$ cat config.mk
export PLATFORM = sky130hd
export DESIGN_NAME = crc_frame_engine
export DESIGN_NICKNAME = d
export VERILOG_FILES = /design/src/rtl/crc_pkg.sv /design/src/rtl/crc_lfsr_step.sv /design/src/rtl/crc_frame_engine.sv
export SDC_FILE = /design/constraint.sdc
export NUM_CORES = 1
export LEC_CHECK = 0
export CAP_MARGIN = 10
export CORE_AREA = 2 2 123 125
export DETAILED_ROUTE_END_ITERATION = 8
export DIE_AREA = 0 0 125 127
export PLACE_DENSITY = 0.94
export SYNTH_ARGS = -nofsm -noshare
export SYNTH_HDL_FRONTEND = slang
export SYNTH_SLANG_ARGS = --single-unit
$ cat constraint.sdc
create_clock -name clk -period 8.03 [get_ports clk]
set_clock_uncertainty 0.05 [all_clocks]
set_input_delay 0.803 -clock clk [delete_from_list [all_inputs] [get_ports clk]]
set_output_delay 0.803 -clock clk [all_outputs]
set_load 0.02 [all_outputs]
$ cat src/rtl/crc_pkg.sv
// Shared types, default CRC-32 constants and bit-reflection helpers for the CRC frame engine.
package crc_pkg;

    typedef enum logic {
        IDLE = 1'b0,
        BUSY = 1'b1
    } state_t;

    localparam logic [31:0] CRC_POLY_DEFAULT = 32'h04C11DB7;
    localparam logic [31:0] CRC_INIT_DEFAULT = 32'hFFFFFFFF;

    function automatic logic [7:0] reflect8(input logic [7:0] b);
        logic [7:0] r;
        for (int i = 0; i < 8; i++) r[i] = b[7-i];
        return r;
    endfunction

    function automatic logic [31:0] reflect32(input logic [31:0] w);
        logic [31:0] r;
        for (int i = 0; i < 32; i++) r[i] = w[31-i];
        return r;
    endfunction

endpackage

$ cat src/rtl/crc_lfsr_step.sv
// Combinational CRC-32 advance over N data bits, MSB of data_i shifted in first.
module crc_lfsr_step
    import crc_pkg::*;
#(
    parameter int          N    = 8,
    parameter logic [31:0] POLY = CRC_POLY_DEFAULT
) (
    input  logic [31:0]  crc_i,
    input  logic [N-1:0] data_i,
    output logic [31:0]  crc_o
);

    always_comb begin
        logic [31:0] c;
        logic        fb;
        c = crc_i;
        for (int i = N - 1; i >= 0; i--) begin
            fb = c[31] ^ data_i[i];
            c  = {c[30:0], 1'b0} ^ (fb ? POLY : 32'h0);
        end
        crc_o = c;
    end

endmodule

$ cat src/rtl/crc_frame_engine.sv
// Framed CRC-32 engine with partial last beat; CRC_FRAME_CHECK_EN adds the expected-CRC compare on crc_err.
module crc_frame_engine
    import crc_pkg::*;
#(
    parameter int          DATA_W  = 32,
    parameter logic [31:0] POLY    = CRC_POLY_DEFAULT,
    parameter logic [31:0] INIT    = CRC_INIT_DEFAULT,
    parameter logic [31:0] XOR_OUT = 32'h00000000,
    parameter bit          REFLECT = 1'b0,
    localparam int         NB      = DATA_W / 8,
    localparam int         NBW     = (NB > 1) ? $clog2(NB) : 1
) (
    input  logic              clk,
    input  logic              rst,
    input  logic              din_valid,
    input  logic              din_sop,
    input  logic              din_eop,
    input  logic [NBW-1:0]    din_nbytes,
    input  logic [DATA_W-1:0] din,
    input  logic [31:0]       exp_crc,
    output logic              crc_valid,
    output logic [31:0]       crc_out,
    output logic              crc_err,
    output logic              proto_err
);

    state_t            state_q, state_d;
    logic [31:0]       crc_q, crc_d;
    logic [31:0]       crc_out_q, crc_out_d;
    logic              crc_valid_q, crc_valid_d;
    logic              proto_err_q, proto_err_d;
    logic              frame_done;
    logic [DATA_W-1:0] din_r;
    logic [31:0]       base_crc;
    logic [31:0]       step_crc [NB];
    logic [31:0]       step_sel;
    logic [31:0]       crc_fin;
    int                sel_int;

    // Reflected mode feeds each byte LSB-first into the MSB-first shifter.
    if (REFLECT) begin : g_refl
        for (genvar b = 0; b < NB; b++) begin : g_byte
            assign din_r[8*b +: 8] = reflect8(din[8*b +: 8]);
        end
        assign crc_fin = reflect32(step_sel) ^ XOR_OUT;
    end else begin : g_norefl
        assign din_r   = din;
        assign crc_fin = step_sel ^ XOR_OUT;
    end

    assign base_crc = din_sop ? INIT : crc_q;

    for (genvar g = 0; g < NB; g++) begin : g_step
        crc_lfsr_step #(.N(8 * (g + 1)), .POLY(POLY)) u_step (
            .crc_i  (base_crc),
            .data_i (din_r[DATA_W-1 -: 8*(g+1)]),
            .crc_o  (step_crc[g])
        );
    end

    always_comb begin
        sel_int  = (din_eop && din_nbytes != '0) ? int'(din_nbytes) - 1 : NB - 1;
        step_sel = step_crc[NB-1];
        for (int k = 0; k < NB; k++) begin
            if (k == sel_int) step_sel = step_crc[k];
        end
    end

    always_comb begin
        state_d     = state_q;
        crc_d       = crc_q;
        crc_out_d   = crc_out_q;
        crc_valid_d = 1'b0;
        proto_err_d = 1'b0;
        frame_done  = 1'b0;
        if (din_valid) begin
            if (din_sop || state_q == BUSY) begin
                crc_d       = step_sel;
                proto_err_d = din_sop && (state_q == BUSY);
                if (din_eop) begin
                    state_d     = IDLE;
                    frame_done  = 1'b1;
                    crc_out_d   = crc_fin;
                    crc_valid_d = 1'b1;
                end else begin
                    state_d = BUSY;
                end
            end else begin
                proto_err_d = 1'b1;
            end
        end
    end

    always_ff @(posedge clk or negedge rst) begin
        if (!rst) begin
            state_q     <= IDLE;
            crc_q       <= INIT;
            crc_out_q   <= 32'h0;
            crc_valid_q <= 1'b0;
            proto_err_q <= 1'b0;
        end else begin
            state_q     <= state_d;
            crc_q       <= crc_d;
            crc_out_q   <= crc_out_d;
            crc_valid_q <= crc_valid_d;
            proto_err_q <= proto_err_d;
        end
    end

    assign crc_valid = crc_valid_q;
    assign crc_out   = crc_out_q;
    assign proto_err = proto_err_q;

`ifdef CRC_FRAME_CHECK_EN
    logic crc_err_q, crc_err_d;

    always_comb begin
        crc_err_d = crc_err_q;
        if (frame_done) crc_err_d = (crc_fin != exp_crc);
    end

    always_ff @(posedge clk or negedge rst) begin
        if (!rst) crc_err_q <= 1'b0;
        else      crc_err_q <= crc_err_d;
    end

    assign crc_err = crc_err_q;
`else
    logic unused_check;
    assign unused_check = ^{exp_crc, frame_done};
    assign crc_err      = 1'b0;
`endif

endmodule

==> metrics.cfg <==
[run_status]
status = complete, no violations

[synth]
ys_seq_area_share_pct = 20.1
syn_avg_cell_area_um2 = 10.2
async_flop_share_pct = 100
synth_top_area_share_pct = 19.4
ys_types = 53
synth_warnings = 0
syn_nets = 911
synth-edff-count = 0
yosys.area.top_type = xnor2_1
synth-seq-cells = 67
synth_area_leaders = xnor2_1 19%, xnor3_1 17%, dfrtp_1 10%
syn-cell-area_mm2 = 0.00852
syn-instance-count = 838
synth-main-ff-cell = dfrtp_1

[global_routing]
grtUsageTotal_pct = 36.6
gr-total-overflow = 0
grt_pass1_vias = 6680
grt_max_degree = 68
antenna_found_initial = 0
grt_pass1_wl_um = 42300

[setup_path]
end_kind = flip-flop
critical_path.max_stage_delay_ns = 0.77
crit_top_cell = xnor3_1
path_max_fanout = 22
worstSetupStartpointType = input pin
critical_path_class = input pin to flip-flop
slowest_stage = xnor3_1
path_cells = clkdlybuf4s50_1 -> buf_4 -> nor2_1 -> xnor2_2 -> xnor2_1 -> xnor3_2 -> xor2_2 -> xnor3_1 -> xnor2_4 -> xnor3_1 -> o22ai_1 -> o21ai_0
crit_arrival_ns = 6.56
cp.required_ns = 8.23

[timing]
relSlewSlack_pct = 34.0
tns_ns = 0
report.final.slew_viol_count = 0
min_period_over_period_pct = 79.1
layout_min_cycle_time_ns = 6.35
rsz0062_at_grt = false
setup_viol = 0
worst_pin_slew_ns = 0.982
fmax_ghz = 0.157
finalHoldViolCount = 0

[layout]
final_nets = 963
layout-drive-gt1-share_pct = 13.5
n_fill_cell = 1090
num_antenna_cells = 0
syn_to_final_growth_pct = 13.3

[clocking]
post-cts-setup-buffers = 0
clkTransAtPathRegs_ns = 0.06
max-clock-path-buffers = 2
cts_max_level = 3
cts.sinks = 67
cts_hold_buf = 0
numCtsBuffers = 9
cts_tree = yes
post_cts_resized = 0
cts-root-buf = clkbuf_16
clk_latency_ns = 0.34

[placement]
gp_congestion = 1.05
place_hpwl_um = 22700
port_buffers = 72

[route]
wl_um = 29200
drtIter0Drc = 968
wl_per_cell_um = 27.0
ant_nets = 0
drc = 0
viasPerCell = 6.21
drt_pass1_iterations = 6
vias = 6701

[die]
die_y_um = 127
core_mm2 = 0.0144
rows = 44
die_w_um = 125
die-area_mm2 = 0.0159
initial_core_util_pct = 59.1
io_pins = 106

[run]
maxCapViolations = 0

[hold_path]
hp-class = flip-flop to flip-flop

[cell type report]
| class | count | area (um2) | area share (%) |
|---|---|---|---|
| multi-input cells | 718 | 6550 | 67.8 |
| flip-flops and latches | 67 | 1720 | 17.8 |
| repair buffers | 88 | 836 | 8.66 |
| well taps | 184 | 230 | 2.38 |
| clock buffers | 10 | 229 | 2.37 |
| clock inverters | 6 | 71.3 | 0.739 |
| inverters | 6 | 22.5 | 0.233 |
[critical path, delay by kind of cell]
family	cells	cell delay, ns
AOI/OAI and AO/OA	2	0.48
and+or+nand+nor	1	0.50
xor gates and xnor gates	7	3.77
buffers and inverters	2	0.99
[worst paths after layout]
path | to | startpoint | cells past startpoint | slack (ns)
setup / recovery | crc_q[13]$_DFFE_PN1P_ | din_sop | 12 | 1.68
hold / removal | crc_out[3]$_DFFE_PN0P_ | crc_out[3]$_DFFE_PN0P_ | 2 | 0.43
setup reg to reg | crc_q[13]$_DFFE_PN1P_ | crc_q[26]$_DFFE_PN1P_ | 11 | 2.26
hold reg to reg | crc_out[3]$_DFFE_PN0P_ | crc_out[3]$_DFFE_PN0P_ | 2 | 0.43
max in group asynchronous | crc_out[20]$_DFFE_PN0P_ | rst | 2 | 6.80
min in group asynchronous | crc_out[24]$_DFFE_PN0P_ | rst | 2 | 0.60
[Yosys cell counts (13+ instances only)]
cell,instances
xnor2_1,189
nor2_1,87
nand2_1,82
xnor3_1,65
o21ai_0,56
xor2_1,55
a21oi_1,42
dfrtp_1,35
dfstp_2,32
clkbuf_1,28
o22ai_1,14
xnor2_2,13
xnor3_2,13
[kinds of logic (layout without fill, tap and decap cells)]
group,after synthesis,after routing,synth area share (%)
AO/OA/AOI/OAI,159,159,11.1
XOR/XNOR,362,362,55.6
adder cells (fa/ha/maj),2,2,0.294
buffers and inverters,53,110,2.97
flip-flops,67,67,20.1
multiplexers,8,8,1.01
other,1,1,0.0440
AND/OR/NAND/NOR,186,186,8.85
[through the flow]
step	utilization, %	std cells	area [um2]	hold slack [ns]	setup slack [ns]
floorplan	-	838	8520	0.400	3.30
CTS	67.0	1079	9660	0.441	1.84
finish	67.0	1079	9660	0.435	1.68
global route	67.0	1079	9660	0.464	1.57
detailed placement	64.9	1063	9360	0.428	1.50
global placement	64.9	1063	9360	0.414	1.54
[registers in the layout (all words and copies together) (netlist names)]
| register | cells |
|---|---|
| crc_valid | 1 |
| state_q | 1 |
| crc_q | 32 |
| crc_out | 32 |
| proto_err | 1 |
[placed cells by master, fill, tap and decap left out, drive strengths merged, types with 5 or more instances in the layout]
master,Yosys,final
clkbuf,28,10
inv,6,9
mux2,5,5
xor2,65,65
a31oi,6,6
a21oi,42,42
xnor2,209,209
nand2,82,82
dfstp,32,32
o22ai,14,14
o31ai,10,10
nor2b,5,5
buf,19,17
o21ai,61,61
xor3,9,9
nor2,92,92
clkdlybuf4s50,0,71
dfrtp,35,35
xnor3,79,79
[layer usage]
layer / track usage (%) / part of all wire (%) / up-vias
met5: 0 / 0 / -
met4: 18.8 / 6.5 / 0
met3: 7.79 / 11 / 105
met2: 56.6 / 44 / 458
met1: 49.2 / 39 / 3224
li1: - / - / 2914
Power is not shown: default switching activity piles up to over one toggle a cycle in this logic, so the estimate is an artifact.
